<file path="src/rtl/alu_share_ctrl.sv">
// alu_share_ctrl: shares one ALU between two requesters.
// Round-robin grant in IDLE, operands held on the ALU for SETTLE cycles,
// result captured into a registered response held until the consumer takes it.
// Opcodes outside AND/OR/ADD/SUB/PassB are answered with an error response
// without touching the ALU inputs.
//
// Handshake semantics (all three channels): a transfer happens on the rising
// edge where valid and ready are both high. A producer keeps valid and its
// payload stable until that edge; ready never depends on anything but the
// controller state, the pointer and the request valids, so there is no
// combinational path from ready back into valid.
module alu_share_ctrl #(
  parameter int N      = 64,
  parameter int SETTLE = 3   // legal range 1..15
) (
  input  logic         CLK,
  input  logic         resetl,
  // requester 0
  input  logic         req0_valid,
  output logic         req0_ready,
  input  logic [N-1:0] req0_a,
  input  logic [N-1:0] req0_b,
  input  logic [3:0]   req0_op,
  // requester 1
  input  logic         req1_valid,
  output logic         req1_ready,
  input  logic [N-1:0] req1_a,
  input  logic [N-1:0] req1_b,
  input  logic [3:0]   req1_op,
  // response
  output logic         rsp_valid,
  input  logic         rsp_ready,
  output logic         rsp_id,
  output logic [N-1:0] rsp_result,
  output logic         rsp_zero,
  output logic         rsp_err,
  // ALU side
  output logic [N-1:0] alu_a,
  output logic [N-1:0] alu_b,
  output logic [3:0]   alu_ctrl,
  input  logic [N-1:0] alu_w,
  input  logic         alu_zero,
  // status
  output logic         busy,
  output logic [1:0]   dbgState
);

  localparam logic [3:0] OP_AND   = 4'b0000;
  localparam logic [3:0] OP_OR    = 4'b0001;
  localparam logic [3:0] OP_ADD   = 4'b0010;
  localparam logic [3:0] OP_SUB   = 4'b0110;
  localparam logic [3:0] OP_PASSB = 4'b0111;

  // Counter load value: the sampling edge is SETTLE edges after acceptance.
  localparam logic [3:0] SETTLE_INIT = 4'(SETTLE - 1);

  typedef enum logic [1:0] {
    IDLE = 2'd0,
    EXEC = 2'd1,
    RESP = 2'd2
  } stateT;

  stateT        state;
  stateT        stateNext;
  logic         ptr;        // requester that wins when both are valid
  logic [3:0]   settleCnt;

  logic         pickReq1;
  logic         anyValid;
  logic         accept;
  logic         selLegal;
  logic [N-1:0] selA;
  logic [N-1:0] selB;
  logic [3:0]   selOp;
  logic         sampleNow;

  function automatic logic isLegal(input logic [3:0] op);
    logic ok;
    ok = 1'b0;
    case (op)
      OP_AND, OP_OR, OP_ADD, OP_SUB, OP_PASSB: ok = 1'b1;
      default:                                 ok = 1'b0;
    endcase
    return ok;
  endfunction

  // Grant selection and operand mux: pointer breaks ties, a lone valid wins.
  always_comb begin
    anyValid  = req0_valid | req1_valid;
    pickReq1  = req1_valid & (~req0_valid | ptr);
    selA      = pickReq1 ? req1_a  : req0_a;
    selB      = pickReq1 ? req1_b  : req0_b;
    selOp     = pickReq1 ? req1_op : req0_op;
    selLegal  = isLegal(selOp);
    accept    = (state == IDLE) & anyValid;
    sampleNow = (state == EXEC) & (settleCnt == 4'd0);
  end

  // Next-state and state-derived outputs; ready only for the granted requester.
  always_comb begin
    stateNext  = state;
    req0_ready = 1'b0;
    req1_ready = 1'b0;
    rsp_valid  = 1'b0;
    busy       = 1'b1;
    dbgState   = state;
    case (state)
      IDLE: begin
        busy       = 1'b0;
        req0_ready = req0_valid & ~pickReq1;
        req1_ready = pickReq1;
        if (anyValid) begin
          stateNext = selLegal ? EXEC : RESP;
        end
      end
      EXEC: begin
        if (settleCnt == 4'd0) begin
          stateNext = RESP;
        end
      end
      RESP: begin
        rsp_valid = 1'b1;
        if (rsp_ready) begin
          stateNext = IDLE;
        end
      end
      default: begin
        stateNext = IDLE;
      end
    endcase
  end

  // State register.
  always_ff @(posedge CLK or negedge resetl) begin
    if (!resetl) begin
      state <= IDLE;
    end else begin
      state <= stateNext;
    end
  end

  // Settle counter: loaded on a legal acceptance, counts down while in EXEC.
  always_ff @(posedge CLK or negedge resetl) begin
    if (!resetl) begin
      settleCnt <= 4'd0;
    end else if (accept && selLegal) begin
      settleCnt <= SETTLE_INIT;
    end else if (state == EXEC && settleCnt != 4'd0) begin
      settleCnt <= settleCnt - 4'd1;
    end
  end

  // ALU input registers: change only on a legal acceptance, otherwise hold.
  always_ff @(posedge CLK or negedge resetl) begin
    if (!resetl) begin
      alu_a    <= '0;
      alu_b    <= '0;
      alu_ctrl <= OP_PASSB;
    end else if (accept && selLegal) begin
      alu_a    <= selA;
      alu_b    <= selB;
      alu_ctrl <= selOp;
    end
  end

  // Response registers: id on acceptance, error fill for illegal ops,
  // ALU capture on the sampling edge; untouched while RESP waits.
  always_ff @(posedge CLK or negedge resetl) begin
    if (!resetl) begin
      rsp_id     <= 1'b0;
      rsp_result <= '0;
      rsp_zero   <= 1'b0;
      rsp_err    <= 1'b0;
    end else if (accept) begin
      rsp_id <= pickReq1;
      if (!selLegal) begin
        rsp_result <= '0;
        rsp_zero   <= 1'b0;
        rsp_err    <= 1'b1;
      end
    end else if (sampleNow) begin
      rsp_result <= alu_w;
      rsp_zero   <= alu_zero;
      rsp_err    <= 1'b0;
    end
  end

  // Priority pointer: the requester just served drops to low priority.
  always_ff @(posedge CLK or negedge resetl) begin
    if (!resetl) begin
      ptr <= 1'b0;
    end else if (state == RESP && rsp_ready) begin
      ptr <= ~rsp_id;
    end
  end

endmodule

</file>
<file path="config.mk">
export PLATFORM = sky130hd
export DESIGN_NAME = alu_share_ctrl
export DESIGN_NICKNAME = d
export VERILOG_FILES = /design/src/rtl/alu_share_ctrl.sv
export SDC_FILE = /design/constraint.sdc
export NUM_CORES = 1
export LEC_CHECK = 0
export ABC_AREA = 1
export BUFFER_PORTS_ARGS = -buffer_cell sky130_fd_sc_hd__buf_2
export CELL_PAD_IN_SITES_DETAIL_PLACEMENT = 0
export CELL_PAD_IN_SITES_GLOBAL_PLACEMENT = 1
export CORE_AREA = 2 2 208 210
export DETAILED_ROUTE_END_ITERATION = 6
export DIE_AREA = 0 0 210 212
export GPL_ROUTABILITY_DRIVEN = 0
export GPL_TIMING_DRIVEN = 0
export PLACE_DENSITY = 0.59
export SLEW_MARGIN = 15
export SYNTH_ARGS = -nofsm -noshare
export SYNTH_HDL_FRONTEND = slang
export SYNTH_SLANG_ARGS = --single-unit
</file>
<file path="constraint.sdc">
create_clock -name CLK -period 1.6 [get_ports CLK]
set_input_delay 0.16 -clock CLK [delete_from_list [all_inputs] [get_ports CLK]]
set_output_delay 0.16 -clock CLK [all_outputs]
set_load 0.005 [all_outputs]
</file>
# Word level (Yosys, flattened, before mapping)
# Index checks and enable logic that the tools add are counted.
# Widths: inputs -> output; s select.
# totals
reg_bits,206
latch_bits,0
ramBits,0
romBits,0
output_inout_bits,205
elab_cells,66
mem_count,0
# op_classes
addsub,1
n_mul,0
n_div,0
order_cmp,0
n_eq_ne,10
shift,0
muxes,24
n_bitwise,9
reduce_logical,12
# op_table
operator,count
$mux 64,5
$mux 4,3
$mux 1,11
$eq 4x3->1 const B,2
$logic_not 4->1,2
$mux 2,4
$ne 2x2->1 const B,3
$pmux 2 s3,1
$reduce_or 5->1,1
$and 1x1->1,4
$eq 4x1->1 const B,1
$eq 4x2->1 const B,1
$reduce_bool 2->1,2
$reduce_bool 4->1,1
$sub 4x1->4 const B,1
$logic_and 1x1->1,3
$not 1->1,3
$reduce_and 3->1,1
$eq 2x1->1 const B,1
$eq 2x2->1 const B,1
$logic_not 2->1,1
$ne 2x1->1 const B,1
$or 1x1->1,2
$reduce_and 2->1,1

# Depth between registers and ports, before layout
# depth
word_depth,10
ltp_mapped,13

# Worst setup path after synthesis
# Ideal clock, no wire load.
# synth_path
path_type,reg-to-reg
startpoint,reg settleCnt[0]
endpoint,reg rsp_result[14]
setup_time_ns,0.066
t_arrival_ns,1.521
slack_ns,0.013
path_stages_with_launch,9
n_path_buf,2
synth_period_minus_slack_ns,1.587
cell_sequence,dfrtp_1 > inv_1 > ha_1 > nand2_1 > nor2_1 > clkbuf_1 > clkbuf_1 > nand2_1 > nand2_1
# synth_between
elab_chain_cells,4
# synth_lines
item,line_no,rtl
from (decl),66,logic [3:0] settleCnt;
from (signal assigned),149,settleCnt <= settleCnt - 4'd1;
$logic_not 4->1,96,sampleNow = (state == EXEC) & (settleCnt == 4'd0);
$and 1x1->1,96,
$reduce_bool 2->1 (no source line),n/a,
$reduce_and 2->1 (no source line),n/a,
to (signal assigned),182,rsp_result <= alu_w;
to (decl),34,"output logic [N-1:0] rsp_result,"
# No other way between the ends.
# A chain may end at the register's enable or synchronous reset.

# Worst setup path after layout
# layout_path
startpoint,reg ptr
endpoint,out req0_ready
# layout_between
elab_chain_cells,5
# layout_lines
item,line_no,rtl
from (decl),65,logic ptr;
from (signal assigned),193,ptr <= ~rsp_id;
$or 1x1->1,90,pickReq1 = req1_valid & (~req0_valid | ptr);
$and 1x1->1,90,
$not 1->1,110,req0_ready = req0_valid & ~pickReq1;
$and 1x1->1,110,
$mux 1,107,case (state)
to (decl),20,"output logic req0_ready,"
# No other way between the ends.

==> flow_summary_export.csv <==
group,metric,value,unit
outcome,outcome,"finished, violations left",
outcome,violations,"negative setup slack",
yosys,synthesis.area,9230,sq um
timing,fin_setup_tns,-40880,ps
yosys,synthCells,938,
critical_path,path_class,"reg2out",
global_route,grt_pass1_vias,11300,
timing,slew_violations,0,
layout,fin_nets,2213,
power_and_ir_drop,peakVddDrop,0.840,mV
global_route,grt_max_degree,87,
power_and_ir_drop,finalPower,26.0,mW
timing,final.min_clock_period,1850,ps
clocking,clock-root-buffer,"clkbuf_16",
floorplanning,die_y,212,um
yosys,ys_seq_area_share,55.9,%
routing,drcViolationCount,0,
power_and_ir_drop,power_density,1410,nW/um^2
timing,fin_crit_sh,116,%
critical_path,crit_fanout,5,
power_and_ir_drop,p_int,16.6,mW
power_and_ir_drop,p_sw_share,35.9,%
critical_path,ff2ff_setup_slack,-230,ps
global_route,grt.total_usage,19.0,%
timing,finalSetupViolations,205,
critical_path,cpPeakStageDelay,380,ps
yosys,synth_nets,1274,
yosys,yosys.area.top_type_share,55.0,%
yosys,syn_avg_cell_area,9.84,sq um
yosys,synthTopCellsByArea,"dfrtp_1 (55%), mux2i_1 (14%), nand2_1 (12%)",
yosys,yosys_most_used_dff,"dfrtp_1",
timing,skew,12.4,ps
timing,slew_headroom,62.2,%
routing,postRouteAntennaNets,0,
global_route,grt_pass1_wl,64700,um
critical_path,worstPathArrival,1690,ps
critical_path,crit_slowest_cell,"dfrtp_1",
power_and_ir_drop,power.leakage,9.95,nW
critical_path,critPathRequiredTime,1440,ps
clocking,clkTransAtPathRegs,60,ps
clocking,clkSinkCount,206,
yosys,yosysTopAreaCell,"dfrtp_1",
floorplanning,coreArea,42500,sq um
timing,final-hold-violation-count,0,
layout,fin_util,43.3,%
floorplanning,die_area,44500,sq um
floorplanning,die_x,210,um
routing,vias_per_cell,4.31,
layout,stdcell_area,18400,sq um
layout,stdcell_count,2444,
placement,post-dp-hpwl,30600,um
flow_run,drv_cap,0,
yosys,post-synth-top-count-cell,"nand2_1",
hold_path,min_path_type,"in2reg",
clocking,htreeDepth,1,
placement,io_buffers,538,
timing,clock.fmax,540,MHz
global_route,overflow,0,
layout,seq_area,5160,sq um
placement,dp_cells,2024,
global_route,antenna_found_initial,6,
routing,num_vias,10500,
yosys,synth.top_cells.by_count,"nand2_1 (288), dfrtp_1 (203), mux2i_1 (128), o21ai_0 (97), nand3_1 (71)",
floorplanning,initial_core_util,21.7,%
layout,area_growth,99.2,%
placement,post-place-ws,-878,ps
clocking,clk_latency,540,ps
yosys,synth_edf_count,0,
critical_path,start_kind,"flip-flop",
critical_path,path_cells,"inv_2 > nand2_4 > nand2_4 > buf_8 > buf_12 > buf_12 > nand3_2 > inv_1 > buf_2",
clocking,cts_buffer_depth,3,
critical_path,end_kind,"output pin",
yosys,ys_seq_elements,206,
clocking,cts_inserted_buffers,26,
yosys,yosysUniqueCellTypes,25,
timing,grt_setup_unrepaired,"true",
timing,tightest_slew,567,ps
power_and_ir_drop,p_comb_share,44.6,%
yosys,ys_warn_count,0,
power_and_ir_drop,p_sw,9.33,mW
routing,drtPass1Iterations,4,
layout,multi_input_area,4090,sq um
timing,timing.hold.ws,74.0,ps
power_and_ir_drop,p_clk_share,22.0,%
timing,fin_ws,-252,ps
floorplanning,pin_count,539,
floorplanning,rows,76,
routing,post_drt_wl_per_cell,18.2,um
clocking,cts_tree,"built",
layout,n_fill_cell,4174,
routing,drtIter0Drc,371,
power_and_ir_drop,seq_power_share,33.5,%
yosys,async_reset_ff_share,100,%
routing,wl,44600,um
placement,place_area,12700,sq um
layout,drive_gt1_share,42.8,%
-- cells in the final DEF (no fill, tap or decap), types with 10 or more instances in the layout --
cell | netlist | routed
buf_4 | 15 | 25
clkbuf_16 | 0 | 34
dfrtp_1 | 203 | 202
buf_2 | 17 | 543
buf_6 | 15 | 10
nand3_1 | 71 | 63
o21ai_2 | 0 | 34
o21ai_0 | 97 | 11
nand2_1 | 288 | 225
nand2_2 | 2 | 35
nand2_4 | 0 | 29
buf_16 | 0 | 12
inv_1 | 22 | 17
buf_12 | 0 | 17
buf_8 | 0 | 18
dlygate4sd3_1 | 0 | 327
o21ai_1 | 41 | 92
mux2i_1 | 128 | 128
-- critical path, delay by kind of cell, from the launching register on --
kind | cells | cell delay (ps)
DFF | 1 | 380
buffers and inverters | 6 | 600
and+or+nand+nor | 3 | 200
-- power by group through the flow --
stage          logic, mW  clock network, mW  registers, mW
3_5_place_dp        8.29                  0           8.48
5_1_grt             12.6               6.14           8.94
6_report            11.6               5.71           8.68
4_1_cts             10.6               5.91           8.46
2_1_floorplan       3.66                  0           8.63
3_3_place_gp        8.24                  0           8.39
-- logic make-up (layout without fill, tap and decap cells) --
group                    Yosys count  count (layout)  synth area share [%]
AO/OA/AOI/OAI                    141             141                  7.70
XOR/XNOR                           2               2                 0.190
adder cells (fa/ha/maj)            2               2                 0.271
buffers and inverters             88            1045                  5.64
flip-flops                       206             206                  55.9
multiplexers                     128             128                  13.9
other                              0               3                     0
AND/OR/NAND/NOR                  371             371                  16.5
-- final cells by class --
class                      count  share of cell area [%]
timing repair buffer         913                    36.7
sequential                   206                    28.1
multi-input combinational    644                    22.2
buffer                        63                    4.31
clock buffer                  36                    4.08
tap                          546                    3.71
inverter                      23                   0.469
clock inverter                10                   0.422
antenna                        3                  0.0408
-- per-layer routing --
metal / up-vias / GRT usage (%) / wire length (um)
met5: - / 0 / 22
met1: 4998 / 21.6 / 17300
li1: 5031 / - / -
met3: 96 / 4.93 / 2840
met4: 4 / 6.60 / 1760
met2: 411 / 34.4 / 22700
-- path summary, 6_finish.rpt --
path | start | cells after the start | to
worst min-delay path | req1_op[2] | 5 | alu_ctrl[2]
worst min register to register | alu_ctrl[0] | 2 | alu_ctrl[0]
max in group asynchronous | resetl | 3 | alu_a[63]
min in group asynchronous | resetl | 2 | alu_a[14]
worst max-delay path | ptr | 9 | req0_ready
worst max register to register | ptr | 14 | alu_a[39]
-- registers in the layout, summed over array words and instances, names as in the netlist --
signal,flops
dbgState,2
rsp_id,1
alu_a,64
rsp_zero,1
alu_ctrl,4
alu_b,64
rsp_err,1
ptr,1
settleCnt,4
rsp_result,64
-- repair_timing --
action | CTS | global route
endpoints found under the setup margin | 207 | 207
endpoints found under the hold margin | 253 | 0
gates cloned | 12 | 6
hold buffers | 327 | 0
gates resized for setup | 219 | 148
buffers inserted | 18 | 10
pin swaps | 4 | 2
No activity file was read; power rests on OpenSTA's default activity.
